File: src/rtl/stream_xbar_pkg.sv
// Shared helpers for the stream_xbar crossbar: index wrap-around and arbiter pick.
// Optional build macro: STREAM_XBAR_RR_EN selects round-robin instead of fixed priority.
package stream_xbar_pkg;

    // Upper bound on source count handled by the pick function.
    localparam int MAX_SOURCES = 32;

    // Increment an index, wrapping to 0 after count-1.
    function automatic int wrap_inc(input int idx, input int count);
        int result;
        if (idx >= count - 1) begin
            result = 0;
        end else begin
            result = idx + 1;
        end
        return result;
    endfunction

    // Lowest requester at or above ptr; otherwise lowest requester overall.
    // Returns -1 when nothing requests. ptr = 0 degenerates to fixed priority.
    function automatic int arb_pick(input logic [MAX_SOURCES-1:0] req,
                                    input int count, input int ptr);
        int first_any;
        int first_ptr;
        first_any = -1;
        first_ptr = -1;
        for (int i = 0; i < MAX_SOURCES; i++) begin
            if (i < count && req[i]) begin
                if (first_any < 0) begin
                    first_any = i;
                end
                if (i >= ptr && first_ptr < 0) begin
                    first_ptr = i;
                end
            end
        end
        return (first_ptr >= 0) ? first_ptr : first_any;
    endfunction

endpackage

File: src/rtl/stream_xbar_arb.sv
// Per-master packet arbiter: picks a source when idle and holds it until the
// last beat of its packet is accepted. STREAM_XBAR_RR_EN adds a round-robin pointer.
module stream_xbar_arb
    import stream_xbar_pkg::*;
#(
    parameter  int S_DATA_COUNT = 2,
    localparam int T_ID_WIDTH   = $clog2(S_DATA_COUNT)
) (
    input  logic                    clk,
    input  logic                    rst,
    input  logic [S_DATA_COUNT-1:0] req,
    input  logic                    sink_ready,
    input  logic                    beat_last,
    output logic [T_ID_WIDTH-1:0]   grant,
    output logic                    valid
);

    logic                  locked_reg;
    logic                  locked_next;
    logic [T_ID_WIDTH-1:0] owner_reg;
    logic [T_ID_WIDTH-1:0] owner_next;
`ifdef STREAM_XBAR_RR_EN
    logic [T_ID_WIDTH-1:0] rr_ptr_reg;
    logic [T_ID_WIDTH-1:0] rr_ptr_next;
`endif
    int pick_idx;
    int ptr_val;

    // Grant selection: owner while locked, arbiter pick while idle; silent in reset.
    always_comb begin
        grant = '0;
        valid = 1'b0;
`ifdef STREAM_XBAR_RR_EN
        ptr_val = int'(rr_ptr_reg);
`else
        ptr_val = 0;
`endif
        pick_idx = arb_pick(MAX_SOURCES'(req), S_DATA_COUNT, ptr_val);
        if (locked_reg) begin
            grant = owner_reg;
            valid = req[owner_reg];
        end else begin
            if (pick_idx >= 0) begin
                grant = T_ID_WIDTH'(pick_idx);
            end
            valid = |req;
        end
        if (rst) begin
            valid = 1'b0;
        end
    end

    // Next-state: lock on a non-last accepted beat, release on the last one.
    always_comb begin
        locked_next = locked_reg;
        owner_next  = owner_reg;
`ifdef STREAM_XBAR_RR_EN
        rr_ptr_next = rr_ptr_reg;
`endif
        if (valid && sink_ready) begin
            if (beat_last) begin
                locked_next = 1'b0;
`ifdef STREAM_XBAR_RR_EN
                rr_ptr_next = T_ID_WIDTH'(wrap_inc(int'(grant), S_DATA_COUNT));
`endif
            end else begin
                locked_next = 1'b1;
                owner_next  = grant;
            end
        end
    end

    // Arbitration state registers.
    always_ff @(posedge clk) begin
        if (rst) begin
            locked_reg <= 1'b0;
            owner_reg  <= '0;
`ifdef STREAM_XBAR_RR_EN
            rr_ptr_reg <= '0;
`endif
        end else begin
            locked_reg <= locked_next;
            owner_reg  <= owner_next;
`ifdef STREAM_XBAR_RR_EN
            rr_ptr_reg <= rr_ptr_next;
`endif
        end
    end

endmodule

File: src/rtl/stream_xbar.sv
// S-source by M-sink streaming crossbar with packet-granular arbitration.
// Combinational datapath; only arbitration state is registered.
// Optional build macro: STREAM_XBAR_RR_EN (round-robin; otherwise fixed priority).
module stream_xbar
    import stream_xbar_pkg::*;
#(
    parameter  int T_DATA_WIDTH = 8,
    parameter  int S_DATA_COUNT = 2,
    parameter  int M_DATA_COUNT = 3,
    localparam int T_DEST_WIDTH = $clog2(M_DATA_COUNT),
    localparam int T_ID_WIDTH   = $clog2(S_DATA_COUNT)
) (
    input  logic                    clk,
    input  logic                    rst,
    input  logic [T_DATA_WIDTH-1:0] s_data_i  [S_DATA_COUNT],
    input  logic [T_DEST_WIDTH-1:0] s_dest_i  [S_DATA_COUNT],
    input  logic [S_DATA_COUNT-1:0] s_last_i,
    input  logic [S_DATA_COUNT-1:0] s_valid_i,
    output logic [S_DATA_COUNT-1:0] s_ready_o,
    output logic [T_DATA_WIDTH-1:0] m_data_o  [M_DATA_COUNT],
    output logic [T_ID_WIDTH-1:0]   m_id_o    [M_DATA_COUNT],
    output logic [M_DATA_COUNT-1:0] m_last_o,
    output logic [M_DATA_COUNT-1:0] m_valid_o,
    input  logic [M_DATA_COUNT-1:0] m_ready_i
);

    logic [S_DATA_COUNT-1:0] req_by_m  [M_DATA_COUNT];
    logic [T_ID_WIDTH-1:0]   grant_arr [M_DATA_COUNT];
    logic [M_DATA_COUNT-1:0] valid_vec;

    // Request decode: a source requests only the master its dest names.
    always_comb begin
        for (int m = 0; m < M_DATA_COUNT; m++) begin
            req_by_m[m] = '0;
            for (int s = 0; s < S_DATA_COUNT; s++) begin
                req_by_m[m][s] = s_valid_i[s] && (s_dest_i[s] == T_DEST_WIDTH'(m));
            end
        end
    end

    generate
        for (genvar gi = 0; gi < M_DATA_COUNT; gi++) begin : g_arb
            stream_xbar_arb #(
                .S_DATA_COUNT(S_DATA_COUNT)
            ) u_arb (
                .clk        (clk),
                .rst        (rst),
                .req        (req_by_m[gi]),
                .sink_ready (m_ready_i[gi]),
                .beat_last  (m_last_o[gi]),
                .grant      (grant_arr[gi]),
                .valid      (valid_vec[gi])
            );
        end
    endgenerate

    assign m_valid_o = valid_vec;

    // Output mux: forward the granted source, zeros when not valid.
    always_comb begin
        m_last_o = '0;
        for (int m = 0; m < M_DATA_COUNT; m++) begin
            m_data_o[m] = '0;
            m_id_o[m]   = '0;
            if (valid_vec[m]) begin
                m_data_o[m] = s_data_i[grant_arr[m]];
                m_id_o[m]   = grant_arr[m];
                m_last_o[m] = s_last_i[grant_arr[m]];
            end
        end
    end

    // Source ready: OR over masters of (granted to this source and sink ready).
    always_comb begin
        s_ready_o = '0;
        for (int s = 0; s < S_DATA_COUNT; s++) begin
            for (int m = 0; m < M_DATA_COUNT; m++) begin
                if (valid_vec[m] && m_ready_i[m] && req_by_m[m][s] &&
                    grant_arr[m] == T_ID_WIDTH'(s)) begin
                    s_ready_o[s] = 1'b1;
                end
            end
        end
    end

endmodule

File: config.mk
export PLATFORM = sky130hd
export DESIGN_NAME = stream_xbar
export DESIGN_NICKNAME = d
export VERILOG_FILES = /design/src/rtl/stream_xbar_pkg.sv /design/src/rtl/stream_xbar_arb.sv /design/src/rtl/stream_xbar.sv
export SDC_FILE = /design/constraint.sdc
export NUM_CORES = 1
export LEC_CHECK = 0
export ABC_AREA = 1
export BUFFER_PORTS_ARGS = -buffer_cell sky130_fd_sc_hd__buf_2
export CAP_MARGIN = 20
export CORE_MARGIN = 2
export CORE_UTILIZATION = 35
export CTS_BUF_LIST = sky130_fd_sc_hd__clkbuf_2 sky130_fd_sc_hd__clkbuf_4 sky130_fd_sc_hd__clkbuf_8
export DETAILED_ROUTE_END_ITERATION = 16
export PLACE_DENSITY = 0.69
export RECOVER_POWER = 100
export SLEW_MARGIN = 15
export SYNTH_ARGS = -nofsm -noshare
export SYNTH_HDL_FRONTEND = slang
export SYNTH_HIERARCHICAL = 1
export SYNTH_SLANG_ARGS = --single-unit
File: constraint.sdc
create_clock -name clk -period 5.2 [get_ports clk]
set_clock_uncertainty 0.15 [all_clocks]
set_input_delay 1.3 -clock clk [delete_from_list [all_inputs] [get_ports clk]]
set_output_delay 1.3 -clock clk [all_outputs]
set_load 0.02 [all_outputs]
# [Word level (Yosys, flattened, before mapping)]
# Index checks and enable logic that the tools add are counted.
[word_totals] regBits=6 in_bits=29 output_inout_bits=35 elab_cells=123
[classes] order_cmp=15 n_eq_ne=4 n_mux=60 bitwise_logic=9 reduce_logical=29
[ops] operator="$mux 32" count=9
[ops] operator="$ge 32x1->1 const B" count=3
[ops] operator="$lt 32x1->1 const B" count=3
[ops] operator="$mux 8" count=12
[ops] operator="$mux 1" count=39
[ops] operator="$logic_and 1x1->1" count=21
[ops] operator="$lt 1x2->1 const B" count=6
[ops] operator="$ge 2x2->1 const B" count=3
[ops] operator="$not 1->1" count=6
[ops] operator="$not 1->2" count=3
[ops] operator="$reduce_and 2->1" count=3
[ops] operator="$reduce_or 2->1" count=3
[ops] operator="$eq 2x1->1 const B" count=2
[ops] operator="$eq 2x2->1 const B" count=2
[ops] operator="$logic_not 2->1" count=2

# [Longest topological paths before layout]
# Gate-level depths: netlist of the first run.
[logic_depth] depth_word=14 mapped_depth=14 mapped_depth_nobuf=14

# [Cells and area by module]
# The synthesis of the first run kept the hierarchy.
[by_module_without_submodules] mod="stream_xbar" instances=1 cells_each=126 area_per_inst_um2=525.5 seq_area_each_um2=0.0
[by_module_without_submodules] mod="stream_xbar_arb" instances=3 cells_each=22 area_per_inst_um2=141.4 seq_area_each_um2=40.0

# [Worst setup path before layout of the first run]
# OpenSTA, ideal clock, no wires.
[synth_path] path_kind="input-to-output" from="input s_dest_i[2] (netlist bit)" to="output m_last_o[0]" t_arrival_ns=2.582 required_time_ns=3.750 slack_ns=1.168 stages=8 n_path_buf=1 path_cell_list="inv_1 > nand2_1 > nor2_1 > nand2_2 > a21oi_2 > buf_2 > o21ai_0 > nor2_1"
[synth_rtl] element="start: declaration" line_no="stream_xbar.sv:16" source="input logic [T_DEST_WIDTH-1:0] s_dest_i [S_DATA_COUNT],"
[synth_rtl] element="end: declaration" line_no="stream_xbar.sv:22" source="output logic [M_DATA_COUNT-1:0] m_last_o,"

==> results.txt, run 1 <==
----------------------------------------------------
[Critical path]
  Worst Setup Start Kind ... primary input
  Critical path, cell by cell ... buf_2, nor3_1, nand2_2, a21oi_2, nand2_1, nor2_1, nand2_1, nand3_1, clkbuf_1
  Worst-path cell with the longest stage delay ... sky130_fd_sc_hd__a21oi_2
  Critical path capture point type ... output port
  Maximum fanout encountered on the critical timing path ... 13
  R2R Path Start ... g_arb[2].u_arb/owner_reg
  Cell mode on critical path ... sky130_fd_sc_hd__nand2_1
  Worst Path Arrival ... 3.18 ns
  Register-to-Register Path Depth ... 11
  Class of the most critical setup path ... in -> out
  Worst path required time ... 3.75 ns
  Destination of the worst register-to-register timing path ... g_arb[2].u_arb/owner_reg
  Launch point of the critical path ... s_dest_i[1]
  Setup slack of the worst register-to-register path ... 3.11 ns
  Slowest cell delay on critical path ... 0.48 ns

[Floorplanning]
  Die extent in x ... 56.1 µm
  Placeable core region ... 2520 µm²
  Die area ... 3150 µm²
  Cell row count ... 18
  Count of boundary I/O pins ... 64
  Starting density of the core ... 37.6%
  Die Y-Extent ... 56.1 µm

[Global routing]
  Global-route usage over all layers ... 19.5%
  Remaining Overflow, GRT ... 0
  Via count of the first global-routing pass ... 1195
  Wire length of the first global-routing pass ... 5070 µm
  Largest net degree at the start of global routing ... 14
  Initial antenna violation count ... 0

[Yosys]
  Synth area leader ... sky130_fd_sc_hd__nor2_1
  Count of cell types in the netlist ... 17
  Part of the Yosys area used for sequential elements ... 12.6%
  Gate Count Post-Synth ... 192
  Mapped Area ... 950 µm²
  Count of yosys warnings during synthesis ... 6
  Mean cell area of the mapped netlist ... 4.95 µm²
  Post-synth net total ... 221
  Top post-synthesis cells by area ... sky130_fd_sc_hd__nor2_1 (28%), sky130_fd_sc_hd__nand2_1 (15%), sky130_fd_sc_hd__dfxtp_1 (13%), sky130_fd_sc_hd__o21ai_0 (13%), sky130_fd_sc_hd__inv_1 (7.1%)
  Post-synth top area share ... 28.1%
  Number of synthesized register bits ... 6

[Route]
  Detailed Routing Iterations Pass 1 ... 4
  Via count ... 1350
  Average vias per placed instance ... 4.79
  Detail-routed net length per standard cell ... 10.9 µm
  Count of routing violations after the opening detailed-route iteration ... 56
  DRC Markers ... 0
  Antenna Violating Nets Remaining ... 0
  Post-detailed-routing wire length ... 3060 µm

[Timing]
  Total Neg Setup Slack ... 0 ns
  Clock period minus worst slack ... 4.63 ns
  Final setup violation count ... 0
  Fmax achieved ... 216 MHz
  Worst-margin pin slew ... 0.797 ns
  Worst slew margin ... 46.9%
  RSZ-0062 raised after global routing ... no
  Max-slew violations ... 0
  Worst hold slack after final layout ... 0.343 ns
  Count of endpoints failing hold in the final timing report ... 0
  Final period utilization ... 89.0%

[Finish]
  Commonest cells after routing, fill and taps aside ... sky130_fd_sc_hd__nor2_1 (71), sky130_fd_sc_hd__nand2_1 (37), sky130_fd_sc_hd__clkbuf_1 (33)
  Final design utilization ... 48.6%
  Fraction of layout instances using a drive strength above 1 ... 17.9%
  Number of fillers in the final layout ... 307
  Leading cell type in the layout, fill and taps excluded ... sky130_fd_sc_hd__nor2_1
  Final net count ... 283
  Antenna diode count ... 0
  Layout area overhead ... 29.1%

[CTS]
  Buffer type at the clock tree root ... sky130_fd_sc_hd__clkbuf_4
  Clock Latency Late Sink ... 0.24 ns
  Bufs on Longest Clock Path ... 2
  Total clock buffers created by CTS ... 3
  H-tree depth reported by CTS ... 1
  Clock tree from TritonCTS ... yes
  Setup Fix Bufs, Post-CTS ... 0
  Post-cts sizing count ... 0
  Post-CTS Hold Fix Bufs ... 0
  Num Clock Sinks ... 6
  Clock transition at path regs ... 0.04 ns

[Pwr]
  Share of power burned in registers ... 30.5%
  Sw Ratio ... 40.6%
  Standby leakage power ... 0.625 nW
  Internal power contribution ... 0.0958 mW
  Combinational share of power ... 43.2%
  Max IR drop VDD ... 0.137 mV
  Clk network pwr share ... 26.4%
  Net switching power figure ... 0.0655 mW
  Power per unit of standard cell area ... 132 nW/µm²

[Status]
  Run status ... complete, no violations

[Worst hold path]
  Worst hold path startpoint ... g_arb[0].u_arb/locked_reg
  Worst hold path endpoint ... g_arb[0].u_arb/locked_reg
  Worst hold path depth ... 2
  Worst hold-check path type ... reg -> reg

[Placed design]
  Quantity of I/O buffers inserted on ports ... 63
  Global placer's final weighted congestion ... 0.874
  Detailed placer's ending HPWL ... 2420 µm

[Run]
  Max Cap Violations ... 0

----------------------------------------------------
==> critical path: cells and delay by family <==
kind	cells	cell delay, ns
and+or+nand+nor	6	1.04
AOI/OAI and AO/OA	1	0.48
buffers and inverters	2	0.35
==> how the worst max path moves through the flow <==
stage / to / slack, ns / cells past startpoint
global placement: s_ready_o[1] / 0.85 / 9
floorplan: m_last_o[0] / 1.17 / 8
detailed placement: s_ready_o[1] / 0.84 / 9
CTS: s_ready_o[1] / 0.83 / 9
global route: s_ready_o[0] / 0.41 / 9
finish: s_ready_o[1] / 0.57 / 9
==> power groups by stage <==
| stage | registers [mW] | clock network, mW | logic, mW |
|---|---|---|---|
| after detailed placement | 0.0500 | 0 | 0.0733 |
| after global routing | 0.0492 | 0.0476 | 0.0780 |
| after floorplan | 0.0497 | 0 | 0.0437 |
| final | 0.0492 | 0.0426 | 0.0696 |
| after global placement | 0.0499 | 0 | 0.0727 |
| after CTS | 0.0491 | 0.0454 | 0.0735 |
==> metal layers <==
layer	vias up	part of all wire [%]	global-route usage (%)
li1	720	-	-
met1	566	45	24.4
met2	60	46	33.1
met3	4	8.0	3.26
met4	0	0.98	7.48
met5	-	0	0
==> cells in the mapped netlist <==
cell type                  instances
sky130_fd_sc_hd__inv_1            18
sky130_fd_sc_hd__buf_2             3
sky130_fd_sc_hd__clkbuf_2          2
sky130_fd_sc_hd__a21oi_1           3
sky130_fd_sc_hd__nand3_1           2
sky130_fd_sc_hd__o21bai_1          3
sky130_fd_sc_hd__inv_2             3
sky130_fd_sc_hd__nand4_2           3
sky130_fd_sc_hd__a21oi_2           3
sky130_fd_sc_hd__dfxtp_1           6
sky130_fd_sc_hd__nand2_1          37
sky130_fd_sc_hd__o21ai_0          24
sky130_fd_sc_hd__nand2_2           9
sky130_fd_sc_hd__nor3_2            1
sky130_fd_sc_hd__nor2_1           71
sky130_fd_sc_hd__buf_4             1
sky130_fd_sc_hd__o21ai_1           3
==> metrics by stage <==
stage | setup WS, ns | power, mW | cells | cell area, µm²
after global placement | 0.852 | 0.123 | 279 | 1270
final | 0.571 | 0.161 | 282 | 1230
after floorplan | 1.17 | 0.0934 | 192 | 950
after CTS | 0.830 | 0.168 | 282 | 1290
after detailed placement | 0.840 | 0.123 | 279 | 1270
after global routing | 0.410 | 0.175 | 282 | 1230
==> cells by family (layout without fill, tap and decap cells) <==
| group | Yosys count | after routing | share of synthesized area (%) |
|---|---|---|---|
| simple gates | 123 | 123 | 54.7 |
| compound gates | 36 | 36 | 20.9 |
| buf+inv | 27 | 87 | 11.7 |
| flops | 6 | 6 | 12.6 |
==> cell type report <==
cell class | count | area (µm²) | area share, %
multi-input cells | 159 | 693 | 56.5
repair buffers | 63 | 274 | 22.3
flip-flops and latches | 6 | 120 | 9.80
inverters | 21 | 78.8 | 6.43
well taps | 30 | 37.5 | 3.06
clock buffers | 3 | 22.5 | 1.84
Power figures use the tool's default switching activity.
==> run 2: changes to the inputs <==
--- a/config.mk
+++ b/config.mk
@@ -13,5 +13,5 @@
 export CTS_BUF_LIST = sky130_fd_sc_hd__clkbuf_2 sky130_fd_sc_hd__clkbuf_4 sky130_fd_sc_hd__clkbuf_8
 export DETAILED_ROUTE_END_ITERATION = 16
-export PLACE_DENSITY = 0.69
+export PLACE_DENSITY = 0.72
 export RECOVER_POWER = 100
 export SLEW_MARGIN = 15
==> constraint.sdc (replaced) <==
create_clock -name clk -period 4.1 [get_ports clk]
set_clock_uncertainty 0.15 [all_clocks]
set_input_delay 1.025 -clock clk [delete_from_list [all_inputs] [get_ports clk]]
set_output_delay 1.025 -clock clk [all_outputs]
set_load 0.05 [all_outputs]
==> run 2 against run 1 <==
  * Clock power rose by 27%
  * Hold slack improved by 0.0023 ns
  * Routed wire length fell by 4.4%
  * Register-to-register slack got worse by 0.91 ns
  * Worst setup slack got worse by 0.33 ns
  * Sequential share of layout area fell by 0.64 points
  * Via count rose by 0.15%
  * Global-route usage fell by 0.78 points
  * Design area rose by 7.0%
  * Largest cell class unchanged
==> results.txt, run 2 (synthesis gave the netlist of run 1 again) <==
----------------------------------------------------
[Global routing]
  Largest net degree at the start of global routing ... 14
  Via count of the first global-routing pass ... 1153
  Wire length of the first global-routing pass ... 5020 µm
  Initial antenna violation count ... 0
  Remaining Overflow, GRT ... 0
  Global-route usage over all layers ... 18.7%

[CTS]
  Num Clock Sinks ... 6
  Total clock buffers created by CTS ... 3
  Clock tree from TritonCTS ... yes
  Post-cts sizing count ... 0
  Clock transition at path regs ... 0.05 ns
  Setup Fix Bufs, Post-CTS ... 0
  Clock Latency Late Sink ... 0.24 ns
  Buffer type at the clock tree root ... sky130_fd_sc_hd__clkbuf_4
  Bufs on Longest Clock Path ... 2
  H-tree depth reported by CTS ... 1
  Post-CTS Hold Fix Bufs ... 0

[Timing]
  Worst-margin pin slew ... 0.600 ns
  Final period utilization ... 94.2%
  Max-slew violations ... 0
  Clock period minus worst slack ... 3.86 ns
  Worst slew margin ... 60.2%
  Final setup violation count ... 0
  Fmax achieved ... 259 MHz
  Count of endpoints failing hold in the final timing report ... 0
  Total Neg Setup Slack ... 0 ns
  RSZ-0062 raised after global routing ... no

[Critical path]
  Worst path required time ... 2.92 ns
  Critical path capture point type ... output port
  Worst Path Arrival ... 2.69 ns
  Worst Setup Start Kind ... primary input
  Buffer and inverter count on the worst path ... 3
  Stages on the worst setup path ... 9
  Slowest cell delay on critical path ... 0.47 ns
  Family of cells with the greatest summed delay on the critical path ... buffers and inverters
  Register-to-Register Path Depth ... 10
  Class of the most critical setup path ... in -> out
  Maximum fanout encountered on the critical timing path ... 10
  Worst-path cell with the longest stage delay ... sky130_fd_sc_hd__clkbuf_1
  Critical path, cell by cell ... buf_2, nand2_1, nor2_1, nand2_2, a21oi_1, buf_4, o21ai_0, nor2_1, clkbuf_1
  Cell mode on critical path ... sky130_fd_sc_hd__nor2_1

[Floorplanning]
  Starting density of the core ... 37.6%
  Die Y-Extent ... 56.1 µm
  Count of boundary I/O pins ... 64
  Die area ... 3150 µm²
  Die extent in x ... 56.1 µm
  Placeable core region ... 2520 µm²
  Cell row count ... 18

[Finish]
  Antenna diode count ... 0
  Final net count ... 287
  Number of fillers in the final layout ... 294
  Non-Filler Cell Area, Final ... 1310 µm²
  Leading cell type in the layout, fill and taps excluded ... sky130_fd_sc_hd__nor2_1
  Layout area overhead ... 38.2%
  Commonest cells after routing, fill and taps aside ... sky130_fd_sc_hd__nor2_1 (64), sky130_fd_sc_hd__nand2_1 (37), sky130_fd_sc_hd__buf_2 (30)
  Fraction of layout instances using a drive strength above 1 ... 31.6%

[Route]
  Antenna Violating Nets Remaining ... 0
  DRC Markers ... 0
  Count of routing violations after the opening detailed-route iteration ... 74
  Detail-routed net length per standard cell ... 10.2 µm
  Post-detailed-routing wire length ... 2930 µm
  Detailed Routing Iterations Pass 1 ... 4
  Average vias per placed instance ... 4.73
  Via count ... 1352

[Worst hold path]
  Worst hold path depth ... 2
  Worst hold-check path type ... reg -> reg

[Placed design]
  Instance area at placement ... 1320 µm²
  Global placer's final weighted congestion ... 0.827
  Quantity of I/O buffers inserted on ports ... 63
  Detailed placer's ending HPWL ... 2420 µm

[Pwr]
  Standby leakage power ... 0.722 nW
  Power per unit of standard cell area ... 179 nW/µm²
  Max IR drop VDD ... 0.183 mV
  Total power draw ... 0.235 mW

[Status]
  Run status ... complete, no violations

[Run]
  Max Cap Violations ... 0

----------------------------------------------------
==> run 2: per-stage QoR <==
stage | worst slack (ns) | util (%) | std cells | hold slack [ns]
after detailed placement | 0.374 | 52.2 | 283 | 0.342
after global routing | 0.0909 | 52.0 | 286 | 0.378
final | 0.239 | 52.0 | 286 | 0.345
after CTS | 0.371 | 53.1 | 286 | 0.349
after floorplan | 0.00489 | - | 192 | 0.309
after global placement | 0.396 | 52.2 | 283 | 0.334
==> run 2: power breakdown <==
| group | internal (mW) | total (mW) | switching (mW) | leakage (nW) |
|---|---|---|---|---|
| Sequential | 0.0607 | 0.0622 | 0.00146 | 0.0487 |
| Clock | 0.0331 | 0.0540 | 0.0209 | 0.0138 |
| Combinational | 0.0322 | 0.119 | 0.0870 | 0.660 |
| Total | 0.126 | 0.235 | 0.109 | 0.722 |
==> run 2: worst paths after layout <==
path | start | endpoint | slack, ns
worst max-delay path | s_valid_i[0] | m_data_o[12] | 0.24
worst min-delay path | g_arb[0].u_arb/locked_reg | g_arb[0].u_arb/locked_reg | 0.34
worst max register to register | g_arb[2].u_arb/locked_reg | g_arb[2].u_arb/owner_reg | 2.20
worst min register to register | g_arb[0].u_arb/locked_reg | g_arb[0].u_arb/locked_reg | 0.34
==> run 2: layer usage <==
layer  track usage (%)  vias to the layer above  part of all wire (%)
li1                  -                      728                     -
met1              25.0                      571                    46
met2              31.1                       51                    44
met3              2.79                        2                   9.0
met4              5.10                        0                  0.31
met5                 0                        -                     0
==> run 2: final cells by class <==
class	instances	area (µm²)	area share, %
inverter	21	78.8	6.01
timing repair buffer	67	333	25.4
multi-input combinational	159	721	54.9
clock buffer	3	22.5	1.72
sequential	6	120	9.15
tap	30	37.5	2.86
==> run 2: tightest hold or removal path: cells and delay by family, from the launching register on <==
kind | cells | cell delay, ns
flops | 1 | 0.32
simple gates | 1 | 0.07
compound gates | 1 | 0.05
==> run 3: changes to the inputs <==
- ABC_AREA: 1 -> unset
- PLACE_DENSITY: 0.72 -> 0.71
==> run 3 against run 2 <==
  * Sequential cell count is the same
  * Highest routed layer unchanged
  * Hold slack better by 0.058 ns
  * Area after synthesis grew 3.2%
  * Critical path type unchanged
  * Maximum frequency shrank 2.1%
  * Sequential power is 5.1% higher
  * Global-route usage rose by 1.6 points
  * Final cell count decreased by 23%
==> results.txt, run 3 <==
----------------------------------------------------
[Status]
  Run status ... complete, no violations

[Yosys]
  Number of enable flip-flop cells after synthesis ... 0
  Mapped Area ... 980 µm²
  Count of yosys warnings during synthesis ... 6
  Part of the Yosys area used for sequential elements ... 12.3%
  Synth area leader ... sky130_fd_sc_hd__mux2i_1
  Top cells by count, synth ... sky130_fd_sc_hd__mux2i_1 (30), sky130_fd_sc_hd__nor2b_1 (27), sky130_fd_sc_hd__nor2_1 (7)
  Gate Count Post-Synth ... 123
  Number of synthesized register bits ... 6
  Count of cell types in the netlist ... 26
  Post-synth net total ... 152
  Share of flip-flops with an asynchronous set or reset after synthesis ... 0%
  Top post-synthesis cells by area ... sky130_fd_sc_hd__mux2i_1 (31%), sky130_fd_sc_hd__nor2b_1 (17%), sky130_fd_sc_hd__dfxtp_1 (12%), sky130_fd_sc_hd__a211oi_1 (4.6%), sky130_fd_sc_hd__nor3b_2 (3.8%)
  Mean cell area of the mapped netlist ... 7.96 µm²
  Top FF cell, synth ... sky130_fd_sc_hd__dfxtp_1
  Post-synth top area share ... 30.7%
  Cell with the most instances after synthesis ... sky130_fd_sc_hd__mux2i_1

[Route]
  Detailed Routing Iterations Pass 1 ... 4
  Antenna Violating Nets Remaining ... 0
  Detail-routed net length per standard cell ... 14.4 µm
  Post-detailed-routing wire length ... 3150 µm
  Count of routing violations after the opening detailed-route iteration ... 19
  DRC Markers ... 0
  Via count ... 1202
  Average vias per placed instance ... 5.49

[Critical path]
  Maximum fanout encountered on the critical timing path ... 11
  Launch point of the critical path ... s_valid_i[1]
  Class of the most critical setup path ... in -> out
  Destination of the worst register-to-register timing path ... g_arb[0].u_arb/owner_reg
  Register-to-Register Path Depth ... 6
  Stages on the worst setup path ... 8
  R2R Path Start ... g_arb[0].u_arb/locked_reg
  Critical path, cell by cell ... buf_2, inv_1, nor3b_2, mux2i_1, a211oi_4, buf_4, nor2b_4, clkbuf_2
  Buffer and inverter count on the worst path ... 4
  Slowest cell delay on critical path ... 0.33 ns
  Worst Path Arrival ... 2.77 ns
  Setup slack of the worst register-to-register path ... 2.05 ns
  Critical path capture point type ... output port
  Worst-path cell with the longest stage delay ... sky130_fd_sc_hd__nor3b_2
  Crit path to ... m_last_o[1]
  Family of cells with the greatest summed delay on the critical path ... buffers and inverters
  Worst Setup Start Kind ... primary input
  Worst path required time ... 2.92 ns

[Floorplanning]
  Placeable core region ... 2710 µm²
  Die Y-Extent ... 56.9 µm
  Cell row count ... 19
  Die extent in x ... 56.9 µm
  Die area ... 3240 µm²
  Count of boundary I/O pins ... 64
  Starting density of the core ... 36.1%

[Timing]
  Final period utilization ... 96.2%
  Worst-margin pin slew ... 0.592 ns
  Clock period minus worst slack ... 3.94 ns
  RSZ-0062 raised after global routing ... no
  Worst hold slack after final layout ... 0.403 ns
  Fmax achieved ... 254 MHz
  Count of endpoints failing hold in the final timing report ... 0
  Final setup violation count ... 0
  Worst slew margin ... 60.7%
  Max-slew violations ... 0

[Global routing]
  Via count of the first global-routing pass ... 1240
  Wire length of the first global-routing pass ... 5370 µm
  Global-route usage over all layers ... 20.4%
  Largest net degree at the start of global routing ... 13
  Initial antenna violation count ... 0
  Remaining Overflow, GRT ... 0

[CTS]
  Total clock buffers created by CTS ... 3
  Num Clock Sinks ... 6
  H-tree depth reported by CTS ... 1
  Buffer type at the clock tree root ... sky130_fd_sc_hd__clkbuf_4
  Clock Latency Late Sink ... 0.24 ns
  Setup Fix Bufs, Post-CTS ... 0
  Clock transition at path regs ... 0.05 ns
  Bufs on Longest Clock Path ... 2
  Clock tree from TritonCTS ... yes

[Finish]
  Final net count ... 219
  Antenna diode count ... 0
  Fraction of layout instances using a drive strength above 1 ... 59.0%
  Final design utilization ... 56.1%
  Non-Filler Cell Area, Final ... 1520 µm²
  Layout area overhead ... 55.3%
  Commonest cells after routing, fill and taps aside ... sky130_fd_sc_hd__mux2i_1 (30), sky130_fd_sc_hd__buf_2 (30), sky130_fd_sc_hd__clkbuf_2 (29)

[Pwr]
  Standby leakage power ... 0.633 nW
  Total power draw ... 0.272 mW
  Max IR drop VDD ... 0.113 mV
  Power per unit of standard cell area ... 179 nW/µm²

[Placed design]
  Instance area at placement ... 1490 µm²
  Global placer's final weighted congestion ... 0.786
  Detailed placer's ending HPWL ... 2570 µm
  Quantity of I/O buffers inserted on ports ... 63

[Run]
  Max Cap Violations ... 0

[Worst hold path]
  Worst hold-check path type ... reg -> reg

----------------------------------------------------
run 3: kinds of logic (layout without fill, tap and decap cells):
group,after synthesis,count (layout),share of synthesized area (%)
AOI/OAI and AO/OA,22,22,15.8
buffers and inverters,10,75,5.36
and+or+nand+nor,55,55,35.9
muxes,30,30,30.7
DFF,6,6,12.3
run 3: layout make-up:
class                      count  area [µm²]
fill                         255        1190
multi-input combinational    107         973
timing repair buffer          68         352
sequential                     6         120
tap                           31        38.8
clock buffer                   3        22.5
inverter                       4        15.0
run 3: where the power goes:
part           internal [mW]  switching (mW)
sequential            0.0612         0.00425
clock                 0.0332          0.0229
combinational         0.0536          0.0969
run 3: layer usage:
layer  wire length, µm  vias to the layer above  track usage (%)
met5                 0                        -                0
met4                44                        0             5.98
met3               303                        6             4.15
met2              1440                       74             34.3
met1              1370                      541             26.1
li1                  -                      581                -
run 3: worst min path at each step:
stage	startpoint	endpoint	depth (start not counted)
after detailed placement	g_arb[0].u_arb/owner_reg	g_arb[0].u_arb/owner_reg	2
after global placement	g_arb[1].u_arb/owner_reg	g_arb[1].u_arb/owner_reg	2
after CTS	g_arb[0].u_arb/owner_reg	g_arb[0].u_arb/owner_reg	2
after global routing	g_arb[0].u_arb/owner_reg	g_arb[0].u_arb/owner_reg	2
final	g_arb[0].u_arb/owner_reg	g_arb[0].u_arb/owner_reg	2
after floorplan	g_arb[2].u_arb/owner_reg	g_arb[2].u_arb/owner_reg	2
run 3: through the flow:
stage                     setup slack (ns)  setup TNS [ns]  std cells
after global placement               0.184               0        216
after floorplan                    -0.0637         -0.0637        123
after detailed placement            0.0951               0        216
final                                0.156               0        219
after CTS                           0.0878               0        219
after global routing                0.0125               0        219
run 3: timing repair:
action                                 4_1_cts  5_1_grt
setup endpoints to repair                    0        2
hold buffers                                 0        0
endpoints found under the hold margin        0        0
resized for setup                            0        3
run 3: worst register-to-register path, stage by stage (launching register included):
cell                       delay (ns)
sky130_fd_sc_hd__dfxtp_1         0.45
sky130_fd_sc_hd__a22o_2          0.43
sky130_fd_sc_hd__mux2i_1         0.33
sky130_fd_sc_hd__nor2b_4         0.08
sky130_fd_sc_hd__nor3b_2         0.20
sky130_fd_sc_hd__a21oi_1         0.09
sky130_fd_sc_hd__a211oi_1        0.23
